--- src/rtl/cp0_vectored.sv ---
// Vectored co-processor 0: prioritised maskable interrupts with a per-source vector table.
// Optional IRQ_SYNC_EN adds a 2-flop synchronizer on each ir_in bit before edge detection.
module cp0_vectored #(
    parameter int unsigned IRQ_NUM    = 8,
    parameter logic [31:0] VEC_BASE   = 32'h0000_0100,
    parameter int unsigned VEC_STRIDE = 8
) (
    input  logic                clk,
    input  logic                rst,
    input  logic [1:0]          oper,
    input  logic [4:0]          addr_r,
    output logic [31:0]         data_r,
    input  logic [4:0]          addr_w,
    input  logic [31:0]         data_w,
    input  logic                ir_en,
    input  logic [IRQ_NUM-1:0]  ir_in,
    input  logic [31:0]         ret_addr,
    output logic                jump_en,
    output logic [31:0]         jump_addr,
    output logic [IRQ_NUM-1:0]  irq_ack
);

    localparam int unsigned STRIDE_SH = $clog2(VEC_STRIDE);
    localparam logic [1:0]  OP_MTC0   = 2'b10;
    localparam logic [1:0]  OP_ERET   = 2'b11;
    localparam logic [4:0]  REG_STATUS = 5'd12;
    localparam logic [4:0]  REG_CAUSE  = 5'd13;
    localparam logic [4:0]  REG_EPC    = 5'd14;
    localparam logic [4:0]  REG_EBASE  = 5'd15;

    typedef enum logic {S_IDLE, S_SERVICE} state_t;

    state_t               r_state;
    state_t               w_state_next;
    logic                 r_ie;
    logic [IRQ_NUM-1:0]   r_im;
    logic [IRQ_NUM-1:0]   r_ip;
    logic [4:0]           r_cause_idx;
    logic [31:0]          r_epc;
    logic [31:0]          r_ebase;
    logic [IRQ_NUM-1:0]   r_ir_prev;
    logic                 r_jump_en;
    logic [31:0]          r_jump_addr;
    logic [IRQ_NUM-1:0]   r_irq_ack;

    logic [IRQ_NUM-1:0]   w_ir_src;
    logic [IRQ_NUM-1:0]   w_edge;
    logic [IRQ_NUM-1:0]   w_pend;
    logic [IRQ_NUM-1:0]   w_onehot;
    logic [IRQ_NUM-1:0]   w_w1c;
    logic [IRQ_NUM-1:0]   w_take_clr;
    logic [4:0]           w_winner;
    logic                 w_take;
    logic                 w_wr_status;
    logic                 w_wr_cause;
    logic                 w_wr_epc;
    logic                 w_wr_ebase;
    logic [31:0]          w_epc_wr_val;
    logic                 w_jump_en_next;
    logic [31:0]          w_jump_addr_next;
    logic [IRQ_NUM-1:0]   w_ack_next;
    logic [31:0]          w_rd;

`ifdef IRQ_SYNC_EN
    logic [IRQ_NUM-1:0]   r_sync1;
    logic [IRQ_NUM-1:0]   r_sync2;

    always_ff @(posedge clk or posedge rst) begin
        if (rst) begin
            r_sync1 <= '0;
            r_sync2 <= '0;
        end else begin
            r_sync1 <= ir_in;
            r_sync2 <= r_sync1;
        end
    end

    assign w_ir_src = r_sync2;
`else
    assign w_ir_src = ir_in;
`endif

    assign w_edge      = w_ir_src & ~r_ir_prev;
    assign w_pend      = r_ip & r_im;
    assign w_wr_status = (oper == OP_MTC0) && (addr_w == REG_STATUS);
    assign w_wr_cause  = (oper == OP_MTC0) && (addr_w == REG_CAUSE);
    assign w_wr_epc    = (oper == OP_MTC0) && (addr_w == REG_EPC);
    assign w_wr_ebase  = (oper == OP_MTC0) && (addr_w == REG_EBASE);
    assign w_w1c       = w_wr_cause ? data_w[8 +: IRQ_NUM] : '0;
    assign w_epc_wr_val = w_wr_epc ? data_w : r_epc;
    assign w_onehot    = IRQ_NUM'(1) << w_winner;
    assign w_take_clr  = w_take ? w_onehot : '0;

    // Lowest pending-and-enabled index wins.
    always_comb begin
        w_winner = '0;
        for (int i = int'(IRQ_NUM) - 1; i >= 0; i--) begin
            if (w_pend[i]) w_winner = 5'(i);
        end
    end

    always_ff @(posedge clk or posedge rst) begin
        if (rst) r_state <= S_IDLE;
        else     r_state <= w_state_next;
    end

    always_comb begin
        w_state_next     = r_state;
        w_take           = 1'b0;
        w_jump_en_next   = 1'b0;
        w_jump_addr_next = '0;
        w_ack_next       = '0;
        case (r_state)
            S_IDLE: begin
                if (r_ie && ir_en && (|w_pend) && (oper != OP_ERET)) begin
                    w_take           = 1'b1;
                    w_state_next     = S_SERVICE;
                    w_jump_en_next   = 1'b1;
                    w_jump_addr_next = r_ebase + (32'(w_winner) << STRIDE_SH);
                    w_ack_next       = w_onehot;
                end
            end
            S_SERVICE: begin
                if (oper == OP_ERET) begin
                    w_state_next     = S_IDLE;
                    w_jump_en_next   = 1'b1;
                    w_jump_addr_next = w_epc_wr_val;
                end
            end
            default: w_state_next = S_IDLE;
        endcase
    end

    // Register file, pending capture (set beats clear) and redirect outputs.
    always_ff @(posedge clk or posedge rst) begin
        if (rst) begin
            r_ie        <= 1'b0;
            r_im        <= '0;
            r_ip        <= '0;
            r_cause_idx <= '0;
            r_epc       <= '0;
            r_ebase     <= {VEC_BASE[31:2], 2'b00};
            r_ir_prev   <= '0;
            r_jump_en   <= 1'b0;
            r_jump_addr <= '0;
            r_irq_ack   <= '0;
        end else begin
            r_ir_prev   <= w_ir_src;
            r_ip        <= (r_ip & ~(w_w1c | w_take_clr)) | w_edge;
            r_epc       <= w_take ? ret_addr : w_epc_wr_val;
            r_jump_en   <= w_jump_en_next;
            r_jump_addr <= w_jump_addr_next;
            r_irq_ack   <= w_ack_next;
            if (w_wr_status) begin
                r_ie <= data_w[0];
                r_im <= data_w[8 +: IRQ_NUM];
            end
            if (w_take) r_cause_idx <= w_winner;
            if (w_wr_ebase) r_ebase <= {data_w[31:2], 2'b00};
        end
    end

    always_comb begin
        w_rd = '0;
        case (addr_r)
            REG_STATUS: begin
                w_rd[0]            = r_ie;
                w_rd[1]            = (r_state == S_SERVICE);
                w_rd[8 +: IRQ_NUM] = r_im;
            end
            REG_CAUSE: begin
                w_rd[8 +: IRQ_NUM] = r_ip;
                w_rd[6:2]          = r_cause_idx;
            end
            REG_EPC:   w_rd = r_epc;
            REG_EBASE: w_rd = r_ebase;
            default:   w_rd = '0;
        endcase
    end

    assign data_r    = w_rd;
    assign jump_en   = r_jump_en;
    assign jump_addr = r_jump_addr;
    assign irq_ack   = r_irq_ack;

endmodule

--- config.mk ---
export PLATFORM = sky130hd
export DESIGN_NAME = cp0_vectored
export DESIGN_NICKNAME = d
export VERILOG_FILES = /design/src/rtl/cp0_vectored.sv
export SDC_FILE = /design/constraint.sdc
export NUM_CORES = 1
export LEC_CHECK = 0
export ABC_AREA = 0
export CORE_MARGIN = 2
export CORE_UTILIZATION = 50
export DETAILED_ROUTE_END_ITERATION = 6
export HOLD_SLACK_MARGIN = 0.08
export PLACE_DENSITY = 0.83
export SKIP_LAST_GASP = 1
export SYNTH_ARGS = -nofsm -noshare
export SYNTH_HDL_FRONTEND = slang
export SYNTH_SLANG_ARGS = --single-unit
--- constraint.sdc ---
create_clock -name clk -period 5 [get_ports clk]
set_clock_uncertainty 0.2 [all_clocks]
set_input_delay 0.75 -clock clk [delete_from_list [all_inputs] [get_ports clk]]
set_output_delay 0.75 -clock clk [all_outputs]
set_load 0.01 [all_outputs]
==> reports/metrics.csv, run 1 <==
stage,metric,value,unit
floorplanning,ios,160,
finish,layout.cells.non_filler,913,
logic_synthesis,yosysSeqAreaShare,52.10,%
logic_synthesis,synth.avg_cell_area,11.03,µm²
grt,grt_first_pass_wirelength,28.23,mm
timing,hold_viol_final,0,
finish,drive_gt1_share,13.36,%
floorplanning,dieArea,13600,µm²
timing,whs,220.6,ps
timing,setup_ws,907.6,ps
placement,dp.cells,881,
detailed_routing,routed-via-count,5288,
logic_synthesis,synthCells,575,
logic_synthesis,yosysTopAreaCell,dfrtp_1,
power,total_power,3.439,mW
detailed_routing,drt_iter0_markers,449,
timing,tightest_slew,1141,ps
clock_tree,cts_resized,0,
placement,hpwlAfterDp,12.39,mm
detailed_routing,wl_per_cell,19.86,µm
logic_synthesis,yosys_warnings,0,
clock_tree,htreeDepth,4,
detailed_routing,wirelength,18.13,mm
clock_tree,cts_root_buf,clkbuf_16,
critical_path,r2r-end,jump_addr[19],
floorplanning,core-area,12520,µm²
clock_tree,cts_hold_buf,0,
min_path,hold_end,r_ip[1],
logic_synthesis,synth-edff-count,0,
critical_path,startpoint_type,primary input,
placement,place_ws,948.2,ps
placement,globalplace.congestion,0.9177,
timing,rsz0062_at_grt,no,
flow_run,max-cap-violations,0,
critical_path,arrival,3140,ps
critical_path,r2r_start,r_im[6],
power,p_leak,3.686,nW
critical_path,r2r_cells,11,
clock_tree,clk_path_buf_depth,2,
placement,dpl_cell_area,8043,µm²
timing,finalSetupViolCount,0,
clock_tree,cts_sinks,132,
grt,track_usage,27.24,%
timing,setup_tns,0,ps
detailed_routing,firstDrtPassIters,5,
detailed_routing,via_per_inst,5.792,
clock_tree,cts-buffers-inserted,17,
logic_synthesis,ys_ff_latch,132,
finish,final_area,8657,µm²
min_path,hold_path.startpoint,r_ir_prev[1],
finish,fin_util,69.16,%
logic_synthesis,synthTopCellsByArea,"dfrtp_1 (52%), mux2i_1 (8.8%), mux2_2 (7.1%)",
logic_synthesis,yosys.area.top_type_share,51.69,%
power,power.density,397.3,nW/µm²
finish,area_growth,36.50,%
critical_path,critPathCaptureType,output pin,
logic_synthesis,synth_common_cells,"dfrtp_1 (131), nor2_1 (67), mux2i_1 (56)",
critical_path,critPathKind,primary input to output pin,
critical_path,critPathMaxFanout,19,
logic_synthesis,ys.flop_type,dfrtp_1,
logic_synthesis,async_flop_share,100.0,%
critical_path,reg2reg_slack,1520,ps
logic_synthesis,syn_area,6342,µm²
timing,min_period,4092,ps
logic_synthesis,yosys.cell_count.top_type,dfrtp_1,
power,ir_drop,0.0001954,V
timing,fmax,0.2444,GHz
grt,grt_pass1_vias,5517,
floorplanning,die_w,116.6,µm
outcome,status,finished clean,
floorplanning,core.rowCount,41,
logic_synthesis,ys_types,47,
clock_tree,cts_tree,yes,
timing,period_share,81.85,%
logic_synthesis,syn_nets,665,
detailed_routing,drc,0,
clock_tree,clock_latency,410,ps
grt,overflow,0,
grt,antenna_found_initial,0,
finish,antenna_cells,0,
timing,maxSlewViolCount,0,
finish,nets,818,
placement,io_buffers,159,
critical_path,cp.required,4050,ps
min_path,holdPathStages,1,
floorplanning,die_h,116.6,µm
clock_tree,clk_pin_slew_worst_paths,60,ps
min_path,min_path_type,flip-flop to flip-flop,
detailed_routing,ant_nets,0,
clock_tree,postCtsSetupRepairBufs,0,
floorplanning,initial_core_util,50.67,%
grt,grt_start_max_net_pins,79,
timing,max_slew_margin,23.96,%
[sequential cells by signal, indices dropped and copies added, names as in the netlist, 3 cells and up]
register and count:
r_im 8, jump_addr 32, r_cause_idx 3, irq_ack 8, r_ip 8, r_ebase 30, r_ir_prev 8, r_epc 32
[cells by family after synthesis]
logic type	after synthesis	synth area share [%]
adders and majority gates	5	1.065
muxes	96	15.94
DFF	132	52.10
AOI/OAI and AO/OA	123	12.53
xor gates and xnor gates	27	3.729
buffers and inverters	48	3.945
and+or+nand+nor	144	10.69
[layout by cell type (no fill, tap or decap), drive strengths merged, types with 4 or more instances in the layout]
master | netlist | final
a22o | 5 | 5
and3 | 4 | 4
o21ai | 10 | 10
dfrtp | 131 | 131
and2 | 4 | 4
xor2 | 24 | 24
nand3 | 17 | 17
nand4 | 8 | 8
clkdlybuf4s50 | 0 | 158
inv | 15 | 15
buf | 11 | 9
or3 | 4 | 4
a22oi | 11 | 11
nand2 | 28 | 28
clkbuf | 22 | 24
o22ai | 38 | 38
a21oi | 41 | 41
a21bo | 6 | 6
mux2 | 40 | 40
a221oi | 6 | 6
mux2i | 56 | 56
nor2 | 68 | 68
[worst max-delay path, stage by stage]
cell             delay, ps
clkdlybuf4s50_1        450
nand2_1                 80
nor2_1                 140
and2_1                 650
a22o_1                 260
nand2_1                 50
o21ai_0                140
clkdlybuf4s50_1        600
[where the power goes]
part           leakage, nW  internal, mW  switching (mW)
Sequential            1.67          1.28           0.173
Combinational         1.72         0.338           0.357
Clock                0.292         0.836           0.452
[metal layers]
| layer | vias to the layer above | wire length, µm | global-route usage (%) |
|---|---|---|---|
| li1 | 2375 | - | - |
| met1 | 2608 | 7299 | 33.54 |
| met2 | 268 | 9131 | 47.36 |
| met3 | 37 | 1257 | 5.189 |
| met4 | 0 | 442 | 11.06 |
| met5 | - | 0 | 0 |
[how the worst max path moves through the flow]
| stage | depth (start not counted) | slack (ps) | startpoint | end |
|---|---|---|---|---|
| 2_1_floorplan | 1 | 530 | rst | irq_ack[0] |
| 5_1_grt | 8 | 740 | addr_r[2] | data_r[3] |
| 6_report | 8 | 910 | addr_r[3] | data_r[4] |
| 4_1_cts | 8 | 930 | addr_r[3] | data_r[4] |
| 3_5_place_dp | 8 | 950 | addr_r[3] | data_r[3] |
| 3_3_place_gp | 8 | 1070 | addr_r[3] | data_r[3] |
[final cells by class]
| cell class | instances | area, µm² |
|---|---|---|
| repair buffers | 167 | 1659 |
| clock inverters | 8 | 122.6 |
| multi-input cells | 395 | 2805 |
| inverters | 15 | 58.81 |
| well taps | 172 | 215.2 |
| fillers | 948 | 3860 |
| flip-flops and latches | 132 | 3304 |
| clock buffers | 24 | 491.7 |
Note: power is estimated with default switching activity, not from simulation.
==> run 2, diff against run 1 <==
--- a/config.mk
+++ b/config.mk
@@ -7,10 +7,10 @@
 export LEC_CHECK = 0
 export ABC_AREA = 0
 export CORE_MARGIN = 2
-export CORE_UTILIZATION = 50
+export CORE_UTILIZATION = 45
 export DETAILED_ROUTE_END_ITERATION = 6
 export HOLD_SLACK_MARGIN = 0.08
-export PLACE_DENSITY = 0.83
+export PLACE_DENSITY = 0.79
 export SKIP_LAST_GASP = 1
 export SYNTH_ARGS = -nofsm -noshare
 export SYNTH_HDL_FRONTEND = slang
==> constraint.sdc (replaced) <==
create_clock -name clk -period 3.7 [get_ports clk]
set_clock_uncertainty 0.2 [all_clocks]
set_input_delay 0.555 -clock clk [delete_from_list [all_inputs] [get_ports clk]]
set_output_delay 0.555 -clock clk [all_outputs]
set_load 0.01 [all_outputs]
==> run 2 against run 1 <==
Via count grew 0.38%. Power up 44%. Largest cell class unchanged. Setup slack got worse by 530 ps. Critical path depth stayed put. Non-clock buffer count grew 8. Die area up 11%. Combinational power is 37% higher.
==> reports/metrics.csv, run 2 (synthesized netlist as in run 1, its figures left out) <==
stage,metric,value,unit
detailed_routing,via_per_inst,5.714,
detailed_routing,wl_met2,8.832,mm
power,power.density,559.4,nW/µm²
timing,tightest_slew,896.5,ps
placement,place_ws,388.8,ps
critical_path,cp_cell_sequence,clkdlybuf4s50_1 > nand2_1 > nor2_1 > and2_1 > buf_4 > a22oi_1 > a21oi_1 > clkdlybuf4s50_1,
floorplanning,core-area,13830,µm²
timing,rsz0062_at_grt,no,
placement,dpl_cell_area,8132,µm²
finish,area_growth,39.55,%
detailed_routing,routed-via-count,5308,
detailed_routing,drc,0,
detailed_routing,drt_iter0_markers,394,
timing,whs,220.5,ps
critical_path,cp.required,2940,ps
timing,finalSetupViolCount,0,
timing,hold_viol_final,0,
placement,io_buffers,159,
timing,setup_tns,0,ps
grt,track_usage,24.36,%
flow_run,max-cap-violations,0,
clock_tree,postCtsSetupRepairBufs,0,
power,sw_frac_of_total,26.92,%
clock_tree,clk_pin_slew_worst_paths,60,ps
power,p_sw,1.333,mW
critical_path,cp_top_family,buffers and inverters,
power,p_clk_share,41.4,%
finish,n_fill_cell,1065,
placement,hpwlAfterDp,12.29,mm
clock_tree,cts_resized,0,
critical_path,critPathCaptureType,output pin,
clock_tree,cts_root_buf,clkbuf_16,
floorplanning,core.rowCount,43,
placement,globalplace.congestion,0.8650,
clock_tree,clock_latency,420,ps
clock_tree,cts_sinks,132,
detailed_routing,firstDrtPassIters,6,
timing,max_slew_margin,40.17,%
finish,final_area,8851,µm²
power,ir_drop,0.0003740,V
critical_path,startpoint_type,primary input,
critical_path,critPathMaxFanout,12,
finish,layout_common_cells,"clkdlybuf4s50_1 (158), dfrtp_1 (131), nor2_1 (67), mux2i_1 (56), a21oi_1 (41)",
critical_path,reg2reg_slack,480,ps
clock_tree,htreeDepth,4,
finish,layout_commonest_cell,clkdlybuf4s50_1,
placement,dp.cells,897,
critical_path,slowest_stage,clkdlybuf4s50_1,
floorplanning,die_w,122.7,µm
finish,nets,826,
timing,fmax,0.3008,GHz
clock_tree,cts-buffers-inserted,17,
critical_path,crit_top_cell,clkdlybuf4s50_1,
finish,layout.cells.non_filler,929,
detailed_routing,wirelength,17.93,mm
grt,grt_first_pass_wirelength,28.01,mm
critical_path,cp_slowest_stage_delay,570,ps
power,p_leak,3.784,nW
floorplanning,die_h,122.7,µm
grt,antenna_found_initial,0,
finish,antenna_cells,0,
power,power_frac_seq,39.4,%
timing,maxSlewViolCount,0,
finish,fin_util,64.01,%
grt,grt_start_max_net_pins,133,
timing,setup_ws,376.0,ps
detailed_routing,ant_nets,0,
detailed_routing,routed.top_layer,met4,
clock_tree,clk_path_buf_depth,2,
floorplanning,dieArea,15060,µm²
detailed_routing,wl_per_cell,19.30,µm
finish,drive_gt1_share,14.82,%
critical_path,critPathKind,primary input to output pin,
detailed_routing,wl_met1,7.431,mm
timing,min_period,3324,ps
floorplanning,initial_core_util,45.87,%
grt,grt_pass1_vias,5434,
power,cellInternalPower,3.619,mW
min_path,min_path_type,flip-flop to flip-flop,
clock_tree,cts_tree,yes,
power,combPwrFrac,19.2,%
grt,overflow,0,
critical_path,arrival,2570,ps
clock_tree,cts_hold_buf,0,
critical_path,cp.buffers_inverters,3,
outcome,status,finished clean,
power,total_power,4.952,mW
floorplanning,ios,160,
timing,period_share,89.84,%
detailed_routing,wl_met3,1.314,mm
run 2: final cells by class:
cell class                      count  area, µm²  area share [%]
Tap cell                          180      225.2           2.545
Clock buffer                       18      439.2           4.962
Clock inverter                     14      280.3           3.167
Sequential cell                   132       3304           37.33
Timing Repair Buffer              175       1732           19.56
Multi-Input combinational cell    395       2810           31.75
Inverter                           15      60.06          0.6785
run 2: power groups by stage:
stage | Combinational, mW | Sequential [mW] | Clock, mW
floorplan | 0.593 | 1.91 | 0
global placement | 0.910 | 1.94 | 0
detailed placement | 0.944 | 1.96 | 0
CTS | 0.953 | 1.94 | 2.08
global route | 1.05 | 1.98 | 2.14
finish | 0.949 | 1.95 | 2.05
run 2: routing by layer:
| layer | GRT usage, % | vias to the layer above |
|---|---|---|
| met5 | 0 | - |
| met4 | 9.483 | 0 |
| met3 | 5.065 | 36 |
| met2 | 40.26 | 262 |
| met1 | 31.40 | 2624 |
| li1 | - | 2386 |
run 2: path summary, 6_finish.rpt:
check,from,endpoint,depth (start not counted)
setup / recovery,addr_r[3],data_r[15],8
hold / removal,r_ir_prev[0],r_ip[0],1
setup reg to reg,r_im[6],jump_addr[19],11
hold reg to reg,r_ir_prev[0],r_ip[0],1
max in group asynchronous,rst,r_epc[28],3
min in group asynchronous,rst,r_ir_prev[5],3
==> run 3, diff against run 2 <==
--- a/config.mk
+++ b/config.mk
@@ -11,6 +11,7 @@
 export DETAILED_ROUTE_END_ITERATION = 6
 export HOLD_SLACK_MARGIN = 0.08
 export PLACE_DENSITY = 0.79
+export RECOVER_POWER = 100
 export SKIP_LAST_GASP = 1
 export SYNTH_ARGS = -nofsm -noshare
 export SYNTH_HDL_FRONTEND = slang
==> run 3 against run 2 <==
The flow now finishes with violations (capacitance limit, slew limit). Largest cell class unchanged. Sequential power barely moved. Largest power group unchanged. Cell area fell by 0.69%. Combinational power fell by 2.7%. Power fell by 0.54%. Setup slack got worse by 100 ps. Die area did not move. Highest routed layer unchanged. Via count rose by 0.24%. Non-clock buffer count did not move.
==> reports/metrics.csv, run 3 (synthesized netlist as in run 1, its figures left out) <==
stage,metric,value,unit
floorplanning,core.rowCount,43,
grt,met2_usage,40.26,%
finish,antenna_cells,0,
power,power.density,560.3,nW/µm²
timing,setup_tns,0,ps
clock_tree,postCtsSetupRepairBufs,0,
clock_tree,cts_resized,0,
timing,rsz0062_at_grt,no,
clock_tree,cts_tree,yes,
floorplanning,ios,160,
finish,drive_gt1_share,13.75,%
placement,dp.cells,897,
timing,setup_ws,273.8,ps
detailed_routing,via_per_inst,5.728,
power,cellInternalPower,3.600,mW
grt,grt_start_max_net_pins,133,
critical_path,critPathCaptureType,output pin,
power,combPwrFrac,18.7,%
grt,antenna_found_initial,0,
critical_path,critPathMaxFanout,12,
power,p_sw,1.325,mW
detailed_routing,drc,0,
power,power_frac_seq,39.6,%
critical_path,cp.required,2940,ps
placement,place_ws,388.8,ps
detailed_routing,wl_per_cell,19.26,µm
timing,maxSlewViolCount,164,
critical_path,reg2reg_slack,400,ps
timing,fmax,0.2919,GHz
floorplanning,die_w,122.7,µm
timing,hold_viol_final,0,
critical_path,slowest_stage,clkdlybuf4s50_1,
critical_path,arrival,2670,ps
timing,tightest_slew,1793,ps
placement,globalplace.congestion,0.8650,
finish,layout_common_cells,"dfrtp_1 (131), clkdlybuf4s50_1 (81), dlygate4sd3_1 (77), nor2_1 (68), mux2i_1 (56)",
finish,layout.cells.non_filler,929,
placement,hpwlAfterDp,12.29,mm
grt,use_met3,5.065,%
clock_tree,htreeDepth,4,
detailed_routing,firstDrtPassIters,5,
finish,n_fill_cell,1077,
grt,grt_pass1_vias,5434,
clock_tree,cts-buffers-inserted,17,
critical_path,cp_slowest_stage_delay,570,ps
critical_path,cp_top_family,buffers and inverters,
detailed_routing,wirelength,17.89,mm
clock_tree,clk_path_buf_depth,2,
detailed_routing,drt_iter0_markers,409,
detailed_routing,routed-via-count,5321,
critical_path,startpoint_type,primary input,
min_path,min_path_type,flip-flop to flip-flop,
floorplanning,initial_core_util,45.87,%
grt,track_usage,24.36,%
timing,max_slew_margin,-19.52,%
outcome,status,"finished, violations left",
finish,nets,826,
detailed_routing,ant_nets,0,
finish,layout_commonest_cell,dfrtp_1,
flow_run,max-cap-violations,2,
finish,area_growth,38.59,%
power,p_leak,3.994,nW
clock_tree,cts_hold_buf,0,
power,p_clk_share,41.7,%
grt,met1_usage,31.40,%
critical_path,cp_cell_sequence,clkdlybuf4s50_1 > nand2_1 > nor2_1 > and2_1 > clkbuf_2 > a22oi_1 > a21oi_1 > clkdlybuf4s50_1,
grt,grt_first_pass_wirelength,28.01,mm
power,ir_drop,0.0003737,V
critical_path,cp.buffers_inverters,3,
grt,overflow,0,
floorplanning,dieArea,15060,µm²
clock_tree,cts_sinks,132,
clock_tree,cts_root_buf,clkbuf_16,
critical_path,critPathKind,primary input to output pin,
clock_tree,clk_pin_slew_worst_paths,60,ps
placement,io_buffers,159,
power,sw_frac_of_total,26.90,%
outcome,violations,"capacitance limit, slew limit",
floorplanning,die_h,122.7,µm
critical_path,crit_top_cell,clkdlybuf4s50_1,
timing,finalSetupViolCount,0,
clock_tree,clock_latency,420,ps
grt,grt-busiest-layer,met2,
timing,min_period,3426,ps
floorplanning,core-area,13830,µm²
timing,period_share,92.60,%
## run 3: cell type report
cell class	instances	area, µm²	area share, %
timing repair buffer	175	1702	19.36
inverter	15	60.06	0.6833
tap	180	225.2	2.562
clock buffer	18	439.2	4.996
sequential	132	3304	37.59
clock inverter	14	280.3	3.189
multi-input combinational	395	2779	31.62
## run 3: worst paths after layout
path	start	to	cells after the start
max	addr_r[3]	data_r[15]	8
min	r_ir_prev[1]	r_ip[1]	1
max reg2reg	r_ip[5]	jump_addr[28]	9
min reg2reg	r_ir_prev[1]	r_ip[1]	1
max in group asynchronous	rst	r_epc[29]	3
min in group asynchronous	rst	r_ir_prev[5]	3
## run 3: metrics by stage
stage / cell area [µm²] / util [%] / power, mW / hold slack [ps]
floorplan: 6346 / - / 2.501 / 199.6
global placement: 8132 / 58.81 / 2.850 / 203.0
detailed placement: 8132 / 58.81 / 2.902 / 209.9
CTS: 8851 / 64.01 / 4.969 / 216.8
global route: 8790 / 63.57 / 5.143 / 234.0
finish: 8790 / 63.57 / 4.925 / 215.1
## run 3: power groups by stage
stage	Combinational, mW	Sequential (mW)	Clock [mW]
after global routing	1.02	1.98	2.14
after detailed placement	0.944	1.96	0
after floorplan	0.593	1.91	0
after CTS	0.953	1.94	2.08
final	0.923	1.95	2.05
after global placement	0.910	1.94	0
## run 3: layer usage
layer | vias up | part of all wire, %
met1 | 2639 | 42
met5 | - | 0
met3 | 27 | 6.8
met2 | 262 | 50
li1 | 2393 | -
met4 | 0 | 1.6
